$ cat src/rtl/fetch_dispatch_pkg.sv
// Shared opcode, FSM state and instruction-field definitions for the fetch/dispatch stage.
package fetch_dispatch_pkg;

    localparam int unsigned INSTR_W = 16;
    localparam int unsigned OPC_W   = 4;
    localparam int unsigned P1_W    = 6;
    localparam int unsigned P2_W    = 6;

    localparam int unsigned OPC_LSB = 12;
    localparam int unsigned P1_LSB  = 6;
    localparam int unsigned P2_LSB  = 0;

    localparam logic [OPC_W-1:0] OP_NOP  = 4'h0;
    localparam logic [OPC_W-1:0] OP_MOVI = 4'h7;
    localparam logic [OPC_W-1:0] OP_HALT = 4'hF;

    typedef enum logic [2:0] {
        ST_FETCH = 3'd0,
        ST_LOAD  = 3'd1,
        ST_EXEC  = 3'd2,
        ST_HALT  = 3'd3,
        ST_TRAP  = 3'd4
    } state_e;

    typedef struct packed {
        logic [OPC_W-1:0] opcode;
        logic [P1_W-1:0]  param1;
        logic [P2_W-1:0]  param2;
    } instr_t;

    // Split a raw memory word into its instruction fields.
    function automatic instr_t instr_unpack(input logic [INSTR_W-1:0] word);
        instr_t ins;
        ins.opcode = word[OPC_LSB +: OPC_W];
        ins.param1 = word[P1_LSB +: P1_W];
        ins.param2 = word[P2_LSB +: P2_W];
        return ins;
    endfunction

endpackage

$ cat src/rtl/fetch_dispatch_pc_reg.sv
// Program counter register: branch load wins over increment, wraps modulo 2^PC_W.
module pc_reg #(
    parameter int unsigned PC_W = 8
) (
    input  logic            clk,
    input  logic            rst_n,
    input  logic            load_en,
    input  logic [PC_W-1:0] load_val,
    input  logic            inc_en,
    output logic [PC_W-1:0] pc
);

    logic [PC_W-1:0] pc_d;
    logic [PC_W-1:0] pc_q;

    always_comb begin
        pc_d = pc_q;
        if (load_en) begin
            pc_d = load_val;
        end else if (inc_en) begin
            pc_d = pc_q + PC_W'(1);
        end
    end

    always_ff @(posedge clk or negedge rst_n) begin
        if (!rst_n) begin
            pc_q <= '0;
        end else begin
            pc_q <= pc_d;
        end
    end

    assign pc = pc_q;

endmodule

$ cat src/rtl/fetch_dispatch.sv
// Instruction fetch/dispatch stage: drives the shared instruction bus for the execution FSMs.
// Optional EXEC watchdog enabled by defining FETCH_WDOG_EN.
module fetch_dispatch
    import fetch_dispatch_pkg::*;
#(
    parameter int unsigned PC_W        = 8,
    parameter int unsigned WDOG_CYCLES = 64
) (
    input  logic               clk,
    input  logic               rst,
    output logic [PC_W-1:0]    imem_addr,
    input  logic [INSTR_W-1:0] imem_data,
    output logic [INSTR_W-1:0] fullBitNum,
    input  logic               PC_inc,
    input  logic               done,
    input  logic               pc_load,
    input  logic [PC_W-1:0]    pc_load_val,
    output logic [PC_W-1:0]    pc,
    output logic               busy,
    output logic               halted,
    output logic               trap
);

    state_e               state_q;
    state_e               state_d;
    instr_t               ir_q;
    instr_t               ir_d;
    instr_t               ld_instr_c;
    logic [INSTR_W-1:0]   fbn_q;
    logic [INSTR_W-1:0]   fbn_d;
    logic                 busy_q;
    logic                 busy_d;
    logic                 halted_q;
    logic                 halted_d;
    logic                 trap_q;
    logic                 trap_d;
    logic                 pc_ld_c;
    logic                 pc_inc_c;
    logic                 wdog_hit_c;

    assign ld_instr_c = instr_unpack(imem_data);

`ifdef FETCH_WDOG_EN
    localparam int unsigned WDOG_W = $clog2(WDOG_CYCLES + 1);

    logic [WDOG_W-1:0] wdog_q;
    logic [WDOG_W-1:0] wdog_d;

    // Limit is hit when this EXEC cycle would be the WDOG_CYCLES-th without done.
    assign wdog_hit_c = (wdog_q == WDOG_W'(WDOG_CYCLES - 1));

    always_comb begin
        wdog_d = wdog_q;
        if ((state_q != ST_EXEC) && (state_d == ST_EXEC)) begin
            wdog_d = '0;
        end else if ((state_q == ST_EXEC) && !done) begin
            wdog_d = wdog_q + WDOG_W'(1);
        end
    end

    always_ff @(posedge clk or negedge rst) begin
        if (!rst) begin
            wdog_q <= '0;
        end else begin
            wdog_q <= wdog_d;
        end
    end
`else
    logic unused_wdog;

    assign wdog_hit_c  = 1'b0;
    assign unused_wdog = (WDOG_CYCLES == 0);
`endif

    // State and registered-output flops.
    always_ff @(posedge clk or negedge rst) begin
        if (!rst) begin
            state_q  <= ST_FETCH;
            ir_q     <= '0;
            fbn_q    <= '0;
            busy_q   <= 1'b1;
            halted_q <= 1'b0;
            trap_q   <= 1'b0;
        end else begin
            state_q  <= state_d;
            ir_q     <= ir_d;
            fbn_q    <= fbn_d;
            busy_q   <= busy_d;
            halted_q <= halted_d;
            trap_q   <= trap_d;
        end
    end

    // Next-state decode; done wins over a watchdog expiry in the same cycle.
    always_comb begin
        state_d = state_q;
        case (state_q)
            ST_FETCH: state_d = ST_LOAD;
            ST_LOAD: begin
                if (ld_instr_c.opcode == OP_NOP) begin
                    state_d = ST_FETCH;
                end else if (ld_instr_c.opcode == OP_HALT) begin
                    state_d = ST_HALT;
                end else begin
                    state_d = ST_EXEC;
                end
            end
            ST_EXEC: begin
                if (done) begin
                    state_d = ST_FETCH;
                end else if (wdog_hit_c) begin
                    state_d = ST_TRAP;
                end
            end
            ST_HALT: state_d = ST_HALT;
            ST_TRAP: state_d = ST_TRAP;
            default: state_d = ST_FETCH;
        endcase
    end

    // Outputs are computed from the next state so the bus is valid in the first EXEC cycle.
    always_comb begin
        ir_d     = ir_q;
        fbn_d    = '0;
        busy_d   = 1'b1;
        halted_d = 1'b0;
        trap_d   = 1'b0;
        pc_ld_c  = 1'b0;
        pc_inc_c = 1'b0;

        if (state_q == ST_LOAD) begin
            ir_d     = ld_instr_c;
            pc_inc_c = (ld_instr_c.opcode == OP_NOP);
        end

        if (state_q == ST_EXEC) begin
            pc_ld_c  = pc_load;
            pc_inc_c = PC_inc;
        end

        case (state_d)
            ST_EXEC: fbn_d = ir_d;
            ST_HALT: begin
                busy_d   = 1'b0;
                halted_d = 1'b1;
            end
            ST_TRAP: begin
                busy_d = 1'b0;
                trap_d = 1'b1;
            end
            default: fbn_d = '0;
        endcase
    end

    pc_reg #(
        .PC_W(PC_W)
    ) u_pc_reg (
        .clk      (clk),
        .rst_n    (rst),
        .load_en  (pc_ld_c),
        .load_val (pc_load_val),
        .inc_en   (pc_inc_c),
        .pc       (pc)
    );

    assign imem_addr  = pc;
    assign fullBitNum = fbn_q;
    assign busy       = busy_q;
    assign halted     = halted_q;
    assign trap       = trap_q;

endmodule

$ cat config.mk
export PLATFORM = sky130hd
export DESIGN_NAME = fetch_dispatch
export DESIGN_NICKNAME = d
export VERILOG_FILES = /design/src/rtl/fetch_dispatch_pkg.sv /design/src/rtl/fetch_dispatch_pc_reg.sv /design/src/rtl/fetch_dispatch.sv
export SDC_FILE = /design/constraint.sdc
export NUM_CORES = 1
export LEC_CHECK = 0
export BUFFER_PORTS_ARGS = -buffer_cell sky130_fd_sc_hd__buf_2
export CAP_MARGIN = 20
export CORE_AREA = 8 8 72 74
export DETAILED_ROUTE_END_ITERATION = 6
export DIE_AREA = 0 0 80 82
export GPL_TIMING_DRIVEN = 0
export PLACE_DENSITY_LB_ADDON = 0.3
export SYNTH_ARGS = -nofsm -noshare
export SYNTH_HDL_FRONTEND = slang
export SYNTH_SLANG_ARGS = --single-unit
$ cat constraint.sdc
create_clock -name clk -period 2.3 [get_ports clk]
set_input_delay 0.23 -clock clk [delete_from_list [all_inputs] [get_ports clk]]
set_output_delay 0.23 -clock clk [all_outputs]
set_load 0.01 [all_outputs]
==> impl_summary.md <==
Outcome
The flow ran to the end, and the final reports show no timing, DRC or antenna violations.

Clock tree
The H-tree generated during clock tree synthesis spans 2 levels. The clock-pin transition on the worst setup and hold timing paths is 80 ps. The number of buffers inserted by post-CTS setup repair is 0.

The post-cts resize count is 0. The clock latency reported for the late side of the worst-skew pair is 300 ps. The clock root buffer master is clkbuf_8.

The clock tree buffer depth is 2. The clock buffer count from CTS is 5. Counting every sink on the clock net gives 46. TritonCTS built the clock tree.

Worst setup path
The type of element launching the critical path is a flip-flop. The critical path in this run is classified as flip-flop to flip-flop. The maximum net fanout on the critical path is 10. The nature of the critical path endpoint is a flip-flop. Data on the critical path arrives at its endpoint at 2150 ps. The critical path required time is 2470 ps.

Route
The routed design has 3840 um of wire. The routed layout has 1,296 vias. The violation count after the first detailed-route iteration is 51. The remaining antenna violation count is 0.

The DRC violations left is 0. The routed length per placed instance is 14.2 um. Before antenna repair, the detailed router went through 4 iterations. The average vias per placed instance is 4.78.

Global routing
The initial antenna violation count came to 0. For this run the aggregate overflow at the end of global routing stands at 0. The first global-routing pass estimated 6110 um of wire. The global-route track usage on met1 is 13.6%.

Entering global routing, the biggest net connects 47 pins. Global routing used 12.3% of the available tracks across all layers. For this run, global-route usage on met3 was measured as 7.33%. The met2 track utilization from global routing is 19.2%. The global routing stage identified its most utilized layer as met2. The number of global-route vias before repair is 1,300.

Synth
The count of yosys warnings during synthesis is 0. The average instance area after synthesis is 13.0 um2. After synthesis, the cell types taking the most area are dfrtp_1 (59%), mux2_2 (9.5%), nor2b_1 (4.9%). The synthesized design contains 0 enable-type register cells. The share of flip-flops with an asynchronous set or reset after synthesis is 100%. The number of unique standard cell types used by synthesis is 29.

The most area-hungry cell type in the Yosys netlist is dfrtp_1. Summed over its instances, the top area cell type makes up 59.2% of the synthesized netlist area. The post-synthesis sequential area ratio is 60.6%. The area of the mapped netlist is 1900 um2.

The post-synthesis net count is 176. The predominant post-synthesis flop cell is dfrtp_1. After synthesis the netlist holds a flip-flop and latch count of 46.

Counting every instance in the synthesized netlist gives 146.

Pwr
IR analysis of the VDD net gives a maximum drop of 0.000630 V. In this run the static leakage power is 1.17 nW. The total power per unit cell area is 1350 nW/um2.

Timing
The post-route clock period utilization is 86.1%. Setup repair after global routing left no endpoint under its margin. For the pin with the worst max-slew slack, the measured transition is 571 ps. Headroom to the max-slew limit came out at 61.6%. The routed design could run at a clock period as short as 1980 ps. Timing would allow up to 505 MHz.

The number of hold violations in the final report is 0. After routing, the total negative slack on setup checks comes to 0 ps. Between clock sinks in the finished design, the worst skew comes to 4.54 ps.

The final-report max-slew violation count is 0. The number of failing setup endpoints in the final timing report is 0. The final hold slack is 174 ps.

Finish
The cell area after layout is 2410 um2. The number of nets in the finished design is 248. In the final layout, the share of cells above drive strength 1 is 47.9%. The filler cells instantiated in the layout total 383. The utilization after layout is 58.1%. Compared with the post-synthesis result, the final layout area differs by 26.6%. The top cell types in the final layout, fill and taps aside, are buf_2 (65), dfrtp_1 (45), mux2_2 (16), nor2b_1 (15). The most common library cell in the layout ignoring fill and taps is buf_2.

The number of antenna diodes in the final layout is 0.

Worst hold path
The worst hold path belongs to the class primary input to flip-flop.

Placed design
During placement, the flow inserted port buffers numbering 63. Once placement finished, the instance area stood at 2280 um2. The wire-length estimate of the detail-placed layout is 2860 um. The final RePlAce weighted congestion is 0.727.

Flow run
The max-capacitance violation count is 0.

Floorplan
The top-level I/O count is 64. The floorplan step set the die height to 82 um. Once the floorplan was initialized, standard cells occupied 45.9% of the core.

The die covers 6560 um2. The chip width is 80 um. The floorplan step defined a core boundary enclosing 4140 um2. The floorplan has 24 rows.
[cells in the mapped netlist, types with 2 or more instances]
| cell | count |
|---|---|
| buf_2 | 2 |
| nor3_1 | 2 |
| a21oi_1 | 9 |
| nor2b_1 | 15 |
| and2b_1 | 3 |
| nand3_1 | 2 |
| o21ai_0 | 2 |
| xnor2_1 | 6 |
| dfrtp_1 | 45 |
| nand2_1 | 3 |
| buf_4 | 10 |
| clkbuf_1 | 2 |
| nor3b_1 | 5 |
| mux2_2 | 16 |
| nor2_1 | 10 |
[where the power goes]
part           internal [W]  leakage (nW)  switching, W
sequential          0.00118         0.562      0.000160
clock              0.000242        0.0472      0.000267
combinational      0.000720         0.558      0.000690
total               0.00214          1.17       0.00112
[routing by layer]
| layer | wire length, um | up-vias | share of wire (%) |
|---|---|---|---|
| met3 | 477 | 6 | 12 |
| li1 | - | 624 | - |
| met1 | 1450 | 618 | 38 |
| met5 | 0 | - | 0 |
| met2 | 1860 | 48 | 49 |
| met4 | 51 | 0 | 1.3 |
[final cells by class]
class	count	area (um2)	share of cell area, %
multi-input cells	86	657	27.3
clock buffers	6	82.6	3.43
clock inverters	2	12.5	0.520
well taps	52	65.1	2.70
repair buffers	65	345	14.3
plain buffers	14	92.6	3.85
flip-flops and latches	46	1150	47.9
[worst max-delay path, stage by stage, from the launching register on]
cell,delay (ps)
dfrtp_1,370
buf_4,160
nor3b_4,460
buf_2,350
mux2_2,380
nor2b_1,140
[path summary, 6_finish.rpt]
path,startpoint,end,slack (ps),cells after the start
max reg2reg,state_q[2],fullBitNum[13],320,5
min,imem_data[8],ir_q[8],170,2
max,state_q[2],fullBitNum[13],320,5
max in group asynchronous,rst,fullBitNum[12],1460,3
min reg2reg,ir_q[12],ir_q[12],490,1
min in group asynchronous,rst,fullBitNum[0],370,2
[per-stage QoR]
| step | power [W] | setup slack (ps) | cells |
|---|---|---|---|
| 2_1_floorplan | 0.00231 | 541 | 146 |
| 3_3_place_gp | 0.00276 | 295 | 261 |
| 3_5_place_dp | 0.00280 | 285 | 261 |
| 4_1_cts | 0.00332 | 275 | 269 |
| 5_1_grt | 0.00352 | 213 | 271 |
| 6_report | 0.00326 | 319 | 271 |
[cell families (layout without fill, tap and decap cells)]
| logic type | after synthesis | in the layout | share of synthesized area [%] |
|---|---|---|---|
| XOR/XNOR | 7 | 7 | 3.22 |
| AND/OR/NAND/NOR | 47 | 47 | 15.8 |
| multiplexers | 17 | 17 | 10.0 |
| buffers and inverters | 14 | 87 | 4.87 |
| flip-flops | 46 | 46 | 60.6 |
| AO/OA/AOI/OAI | 14 | 14 | 4.87 |
| adder cells (fa/ha/maj) | 1 | 1 | 0.658 |
[repair_timing]
action                                  in CTS  in global routing
hold buffers                                 0                  1
endpoints found under the setup margin       0                  0
endpoints found under the hold margin        0                 13
Note: power is estimated with default switching activity, not from simulation.
